<file path="config.mk">
export PLATFORM = sky130hd
export DESIGN_NAME = voice_allocator
export DESIGN_NICKNAME = d
export VERILOG_FILES = /design/src/rtl/voice_allocator.sv
export SDC_FILE = /design/constraint.sdc
export NUM_CORES = 1
export LEC_CHECK = 0
export BUFFER_PORTS_ARGS = -buffer_cell sky130_fd_sc_hd__buf_2
export CAP_MARGIN = 30
export CORE_AREA = 2 2 91 93
export CTS_CLUSTER_DIAMETER = 50
export DETAILED_ROUTE_END_ITERATION = 16
export DIE_AREA = 0 0 93 95
export GPL_ROUTABILITY_DRIVEN = 0
export GPL_TIMING_DRIVEN = 0
export PLACE_DENSITY = 0.85
export SYNTH_ARGS = -nofsm -noshare
export SYNTH_HDL_FRONTEND = slang
export SYNTH_SLANG_ARGS = --single-unit
</file>
<file path="constraint.sdc">
create_clock -name clock_50_000_000 -period 2.8 [get_ports clock_50_000_000]
set_input_delay 0.14 -clock clock_50_000_000 [delete_from_list [all_inputs] [get_ports clock_50_000_000]]
set_output_delay 0.14 -clock clock_50_000_000 [all_outputs]
set_load 0.03 [all_outputs]
</file>
<file path="src/rtl/voice_allocator.sv">
// voice_allocator: polyphonic voice slot allocator (retrigger, else free, else steal oldest).
// Define VOICE_ALLOCATOR_STEAL_EN to steal the oldest voice when all voices are active.
module voice_allocator #(
    parameter int NUM_VOICES = 4,
    parameter int NOTE_WIDTH = 7,
    parameter int VEL_WIDTH  = 7
) (
    input  logic                             clock_50_000_000,
    input  logic                             reset_l,
    input  logic                             note_status,
    input  logic [NOTE_WIDTH-1:0]            note_number,
    input  logic [VEL_WIDTH-1:0]             note_velocity,
    input  logic                             note_ready,
    output logic                             busy,
    output logic [NUM_VOICES-1:0]            voice_active,
    output logic [NUM_VOICES*NOTE_WIDTH-1:0] voice_note,
    output logic [NUM_VOICES*VEL_WIDTH-1:0]  voice_velocity,
    output logic [NUM_VOICES-1:0]            voice_start,
    output logic [7:0]                       drop_count
);
    localparam int IW = (NUM_VOICES > 1) ? $clog2(NUM_VOICES) : 1;

    typedef enum logic [1:0] {IDLE, SCAN, COMMIT} state_t;

    state_t                state_q;
    logic                  busy_q;
    logic [IW-1:0]         idx_q;
    logic                  lat_on_q;
    logic [NOTE_WIDTH-1:0] lat_note_q;
    logic [VEL_WIDTH-1:0]  lat_vel_q;
    logic                  match_v_q, free_v_q;
    logic [IW-1:0]         match_i_q, free_i_q;
    logic [NUM_VOICES-1:0] active_q, start_q;
    logic [NOTE_WIDTH-1:0] note_q [NUM_VOICES];
    logic [VEL_WIDTH-1:0]  vel_q [NUM_VOICES];
    logic [IW-1:0]         rank_q [NUM_VOICES];
    logic [7:0]            drop_q, drop_d;
    logic [1:0]            drop_inc;
    logic                  tgt_v;
    logic [IW-1:0]         tgt_i;

`ifdef VOICE_ALLOCATOR_STEAL_EN
    logic                  old_v_q;
    logic [IW-1:0]         old_i_q, old_r_q;
    assign tgt_v = match_v_q | free_v_q | old_v_q;
    assign tgt_i = match_v_q ? match_i_q : free_v_q ? free_i_q : old_i_q;
`else
    assign tgt_v = match_v_q | free_v_q;
    assign tgt_i = match_v_q ? match_i_q : free_i_q;
`endif

    // Events arriving while busy and ON events with no target can coincide in COMMIT.
    assign drop_inc = 2'(note_ready && busy_q) + 2'(state_q == COMMIT && lat_on_q && !tgt_v);
    assign drop_d   = ({1'b0, drop_q} + 9'(drop_inc) > 9'd255) ? 8'd255 : drop_q + 8'(drop_inc);

    always_ff @(posedge clock_50_000_000 or negedge reset_l) begin
        if (!reset_l) begin
            state_q    <= IDLE;
            busy_q     <= 1'b0;
            idx_q      <= '0;
            lat_on_q   <= 1'b0;
            lat_note_q <= '0;
            lat_vel_q  <= '0;
            match_v_q  <= 1'b0;
            match_i_q  <= '0;
            free_v_q   <= 1'b0;
            free_i_q   <= '0;
`ifdef VOICE_ALLOCATOR_STEAL_EN
            old_v_q    <= 1'b0;
            old_i_q    <= '0;
            old_r_q    <= '0;
`endif
            active_q   <= '0;
            start_q    <= '0;
            drop_q     <= '0;
            for (int i = 0; i < NUM_VOICES; i++) begin
                note_q[i] <= '0;
                vel_q[i]  <= '0;
                rank_q[i] <= IW'(i);
            end
        end else begin
            start_q <= '0;
            drop_q  <= drop_d;
            case (state_q)
                IDLE: if (note_ready) begin
                    state_q    <= SCAN;
                    busy_q     <= 1'b1;
                    idx_q      <= '0;
                    lat_on_q   <= note_status && (note_velocity != '0);
                    lat_note_q <= note_number;
                    lat_vel_q  <= note_velocity;
                    match_v_q  <= 1'b0;
                    free_v_q   <= 1'b0;
`ifdef VOICE_ALLOCATOR_STEAL_EN
                    old_v_q    <= 1'b0;
`endif
                end
                SCAN: begin
                    if (!match_v_q && active_q[idx_q] && note_q[idx_q] == lat_note_q) begin
                        match_v_q <= 1'b1;
                        match_i_q <= idx_q;
                    end
                    if (!free_v_q && !active_q[idx_q]) begin
                        free_v_q <= 1'b1;
                        free_i_q <= idx_q;
                    end
`ifdef VOICE_ALLOCATOR_STEAL_EN
                    if (active_q[idx_q] && (!old_v_q || rank_q[idx_q] > old_r_q)) begin
                        old_v_q <= 1'b1;
                        old_i_q <= idx_q;
                        old_r_q <= rank_q[idx_q];
                    end
`endif
                    idx_q <= idx_q + IW'(1);
                    if (idx_q == IW'(NUM_VOICES - 1))
                        state_q <= COMMIT;
                end
                COMMIT: begin
                    state_q <= IDLE;
                    busy_q  <= 1'b0;
                    if (lat_on_q && tgt_v) begin
                        note_q[tgt_i]   <= lat_note_q;
                        vel_q[tgt_i]    <= lat_vel_q;
                        active_q[tgt_i] <= 1'b1;
                        start_q[tgt_i]  <= 1'b1;
                        for (int i = 0; i < NUM_VOICES; i++)
                            if (rank_q[i] < rank_q[tgt_i])
                                rank_q[i] <= rank_q[i] + IW'(1);
                        rank_q[tgt_i] <= '0;
                    end else if (!lat_on_q && match_v_q) begin
                        active_q[match_i_q] <= 1'b0;
                    end
                end
                default: state_q <= IDLE;
            endcase
        end
    end

    for (genvar v = 0; v < NUM_VOICES; v++) begin : g_pack
        assign voice_note[v*NOTE_WIDTH +: NOTE_WIDTH]  = note_q[v];
        assign voice_velocity[v*VEL_WIDTH +: VEL_WIDTH] = vel_q[v];
    end

    assign busy         = busy_q;
    assign voice_active = active_q;
    assign voice_start  = start_q;
    assign drop_count   = drop_q;
endmodule

</file>
After elaboration in Yosys (flattened, before gate mapping). Cells that the tools add are included.

Latch bits: 0. Memories: 0. Memory bits (writable): 0. Output and inout bits: 73. Flip-flop bits (word level): 98. ROM bits: 0. Input port bits: 18. Logic and storage cells: 111.

Multiply operators: 0. Divide/modulo/power cells: 0. Add/subtract/negate cells: 4. Bitwise operators: 6. Shift operators: 0. Reduce and logical (&&, ||, !) cells: 32. Eq/ne operators: 8. Muxes and demuxes: 31. Order comparisons: 9.

Operator list (number): 28-bit bitwise mux (2); 7-bit two-way mux (3); 4-bit two-way mux (4); 2-bit AND reduction (8); 7-bit binary-select mux with 2-bit select (1); 7-bit demux with 2-bit select (1); 1-bit logical AND (12); 8-bit by 2-bit adder with 9-bit output (1); 9-bit by 8-bit greater-than comparator with 1-bit output (second input constant) (1); 2-bit by 3-bit < comparator with 1-bit output (second input constant) (3); 8-bit by 2-bit adder with 8-bit output (1); 2-bit two-way mux (4); 8-bit two-way mux (1); 2-bit inequality test (second input constant) (4); 2-bit case mux with 2 select lines (2); 7-bit equality test (1); 1-bit two-way mux (7); 7-bit nonzero test (1); 3-bit >= comparator (second input constant) (2); 2-bit inverter with 3-bit output (2); 1-bit case mux with 2 select lines (3); 3-bit AND reduction (2); 2-bit nonzero test (3); 1-bit logical NOT (5); 13 further kinds (16).

Depth between registers and ports, before layout.
Word-level depth: 8. Depth in mapped cells: 10. Gate-level depth less buffers: 10.

Worst setup path before layout. OpenSTA, ideal clock, no wires.

Path kind: reg-to-reg. From: register state_q[0]. To: register drop_q[0], in the netlist drop_count[0]. Data required time: 2.675 ns. Clock period less this slack: 2.180 ns. Setup time: 0.125 ns. Path buffers: 0. Cell stages (with the launch flop): 10. Arrival: 2.056 ns. Setup slack: 0.620 ns. Path through: dfrtp_1 -> nor2b_1 -> nand2_1 -> nor3_1 -> ha_1 -> ha_1 -> fa_1 -> and3_1 -> nand3_1 -> nand2b_1.

Word-level cells in the longest chain between the ends: 7. Elaborated cells on any way between the ends: 8. Classes of those cells: 3 x add/sub; 1 x order compare; 1 x eq/ne; 1 x mux; 2 x reduce/logical.

RTL lines: start: declaration (RTL line 25) `state_t state_q;`; start signal: assignment (RTL line 58) `state_q <= IDLE;`; start signal: assignment (RTL line 86) `state_q <= SCAN;`; start signal: assignment (RTL line 116) `state_q <= COMMIT;`; 2-bit equality test * (RTL line 53) `assign drop_inc = 2'(note_ready && busy_q) + 2'(state_q == COMMIT && lat_on_q && !tgt_v);`; 1-bit logical AND * (2 in series) (RTL line 53); 1-bit by 1-bit adder with 2-bit output * (RTL line 53); 8-bit by 2-bit adder with 9-bit output (RTL line 54) `assign drop_d = ({1'b0, drop_q} + 9'(drop_inc) > 9'd255) ? 8'd255 : drop_q + 8'(drop_inc);`; 9-bit by 8-bit greater-than comparator with 1-bit output (RTL line 54); 8-bit two-way mux * (RTL line 54); named net drop_d[0] (RTL line 37) `logic [7:0] drop_q, drop_d;`; end signal: assignment (RTL line 83) `drop_q <= drop_d;`; end: declaration (RTL line 37).

Mark *: on every way through the listed nets, which the timed path passes. The rest lies on a longest branch. A chain may end at the register's enable or synchronous reset.

Worst setup path after layout.
From: register state_q[1]. To: register drop_q[0], in the netlist drop_count[0].

The elaborated chain is that of the path after synthesis.

==> impl_metrics.json <==
{
  "outcome": "finished, final reports clean",
  "async_reset_ff_share_pct": 100,
  "fin_nets": 444,
  "syn_avg_cell_area_sq_um": 13.5,
  "p_sw_uw": 2040,
  "crit_chain": "nor2b_1 > nand2_1 > nor3_1 > ha_1 > ha_1 > fa_1 > and3_1 > nand3_1 > nand2b_1",
  "cts_buffers": 9,
  "drt_pass1_iterations": 4,
  "antenna_cells": 0,
  "cpMostUsedCell": "ha_1",
  "seq_area_frac_synth_pct": 59.5,
  "p_int_uw": 2960,
  "row_count": 33,
  "fp.dieArea_sq_um": 8840,
  "hold_depth": 3,
  "p_comb_share_pct": 38.0,
  "dp_hpwl_microns": 6110,
  "worstHoldStart": "note_velocity[5]",
  "synth_commonest_cells": "dfrtp_1, mux2_2, nand2_1",
  "gr-total-overflow": 0,
  "netlist.area_leader.share_pct": 59.5,
  "drc": 0,
  "synth-xor-area-share_pct": 2.34,
  "root_buffer": "clkbuf_8",
  "grt_usage_pct": 21.5,
  "sw_frac_of_total_pct": 40.8,
  "yosysWarnings": 0,
  "synthCells": 306,
  "whs_endpoint": "lat_vel_q[5]",
  "synth_area_leaders": "dfrtp_1, mux2_2, nand2_1, mux4_2, mux4_1",
  "syn_area_sq_um": 4120,
  "postCtsResizedCells": 0,
  "synth_top_area_cell": "dfrtp_1",
  "antenna_found_initial": 0,
  "grt_max_degree": 60,
  "die_height_microns": 95,
  "critPathLaunchType": "flip-flop",
  "cp.required_ps": 3030,
  "cts_max_path_buffers": 2,
  "insertion_delay_ps": 350,
  "drt_iter0_drc": 155,
  "synth_edf_count": 0,
  "finalSetupTns_ps": 0,
  "max_freq_mhz": 398,
  "rsz0062_at_grt": "false",
  "arrival_ps": 2740,
  "io_pins": 91,
  "synth_compound_area_share_pct": 3.46,
  "slew_headroom_pct": 48.1,
  "period_needed_ps": 2510,
  "hold_class": "in -> reg",
  "syn-num-nets": 329,
  "rrSetupSlack_ps": 290,
  "rr_endpoint": "drop_count[0]",
  "finalSetupViolations": 0,
  "syn_to_final_growth_pct": 22.4,
  "synth-adder-area-share_pct": 1.70,
  "start_util_pct": 52.0,
  "synthMostInstantiatedCell": "dfrtp_1",
  "vias_per_cell": 5.31,
  "period_share_pct": 89.7,
  "slowest_stage": "fa_1",
  "wl_per_cell_microns": 17.2,
  "p_clk_share_pct": 17.0,
  "cts_tree": "done",
  "wirelength_microns": 9120,
  "worst_pin_slew_ps": 777,
  "drv_cap": 0,
  "drive_gt1_share_pct": 41.8,
  "reg2regPathDepth": 9,
  "slowest_delay_ps": 450,
  "grt_pass1_vias": 2843,
  "clock_sinks": 98,
  "antenna_left": 0,
  "synth_mux_area_share_pct": 21.1,
  "power_frac_seq_pct": 45.0,
  "ir_drop_mv": 0.500,
  "r2r_start": "state_q[1]",
  "grt_first_pass_wirelength_microns": 14400,
  "htree_levels": 3,
  "fin_skew_ps": 10.3,
  "synthSimpleGateAreaFrac_pct": 10.1,
  "port_buffers": 90,
  "finalPower_uw": 5000,
  "crit_path_end_kind": "flip-flop",
  "vias": 2817,
  "power-per-cell-area_nw_per_um2": 992,
  "synth_top_family_by_area": "multiplexers",
  "p_leak_uw": 0.00272,
  "path_clk_slew_ps": 90,
  "hold_violations": 0,
  "path_max_fanout": 6,
  "synth_seq_cells": 98,
  "die_w_microns": 93,
  "synth.distinct_cells": 40,
  "design.core.area_sq_um": 7930,
  "critPathKind": "reg -> reg",
  "ys.flop_type": "dfrtp_1",
  "slew_viol_final": 0
}
registers in the layout (all words and copies together) (netlist names), 4 cells and up:
signal	cells
voice_active	4
lat_vel_q	7
voice_start	4
drop_count	8
voice_velocity	28
lat_note_q	7
voice_note	28
metal layers:
| metal | GRT usage (%) | up-vias | part of all wire (%) |
|---|---|---|---|
| li1 | - | 1307 | - |
| met1 | 27.4 | 1434 | 42 |
| met2 | 37.8 | 63 | 53 |
| met3 | 3.27 | 13 | 3.6 |
| met4 | 7.48 | 0 | 1.8 |
| met5 | 0 | - | 0 |
what timing repair did:
action,4_1_cts,5_1_grt
hold buffers,13,0
buffers inserted,0,0
endpoints found under the setup margin,0,0
endpoints found under the hold margin,51,0
stage by stage:
| stage | std cells | area, sq um | hold slack (ps) | util (%) | setup WS (ps) |
|---|---|---|---|---|---|
| 2_1_floorplan | 306 | 4120 | -156 | - | 620 |
| 3_3_place_gp | 501 | 4700 | 334 | 59.3 | 374 |
| 3_5_place_dp | 502 | 4730 | 163 | 59.7 | 328 |
| 4_1_cts | 531 | 5040 | 5.67 | 63.6 | 270 |
| 5_1_grt | 531 | 5040 | 20.3 | 63.6 | 52.4 |
| 6_report | 531 | 5040 | 13.9 | 63.6 | 288 |
placed cells by master (no fill, tap or decap), types with 2 or more instances in the layout:
cell type and count:
o21ai_0 2, mux2_2 58, nor3_1 4, clkbuf_8 11, a32oi_1 2, nand2_1 49
nand2b_1 3, dlygate4sd3_1 13, mux4_2 5, xnor2_1 8, nor2b_1 3, clkbuf_1 5
clkinvlp_4 2, and3_1 3, a21oi_1 5, nor2_1 9, buf_2 93, o21bai_1 2
xor2_1 3, and2_1 3, mux4_1 3, inv_1 6, mux2_1 2, nand3_1 5
dfrtp_1 98, buf_4 2, nor3b_1 2, nand3b_1 2, a31oi_1 4, ha_1 4
worst max path at each step:
| stage | end | start | depth (start not counted) |
|---|---|---|---|
| after floorplan | drop_count[0] | state_q[0] | 9 |
| after global placement | drop_count[4] | state_q[0] | 9 |
| after detailed placement | drop_count[3] | state_q[0] | 9 |
| after CTS | drop_count[0] | state_q[1] | 9 |
| after global routing | drop_count[0] | state_q[0] | 9 |
| final | drop_count[0] | state_q[1] | 9 |
worst max-delay path: cells and delay by family, from the launching register on:
family | cells | cell delay (ps)
flip-flops | 1 | 430
AND/OR/NAND/NOR | 6 | 1040
adder cells (fa/ha/maj) | 3 | 930
cell type report:
type	instances	area, sq um
multi-input combinational	193	1590
sequential	98	2450
inverter	6	22.5
tap	105	131
timing repair buffer	104	611
clock inverter	3	23.8
fill	626	2880
clock buffer	13	159
buffer	9	50.0
power groups by stage:
stage          Sequential (uW)  Clock [uW]  Combinational (uW)
6_report                  2250         850                1900
4_1_cts                   2250         860                1910
5_1_grt                   2320         909                2050
3_5_place_dp              2270           0                1890
3_3_place_gp              2230           0                1840
2_1_floorplan             2720           0                 835
cell families (layout without fill, tap and decap cells):
group / after synthesis / in the layout
simple gates: 88 / 88
fa+ha+maj: 5 / 5
compound gates: 21 / 21
flops: 98 / 98
xor+xnor: 11 / 11
buf+inv: 15 / 135
mux: 68 / 68
(Power assumes the default switching activity.)
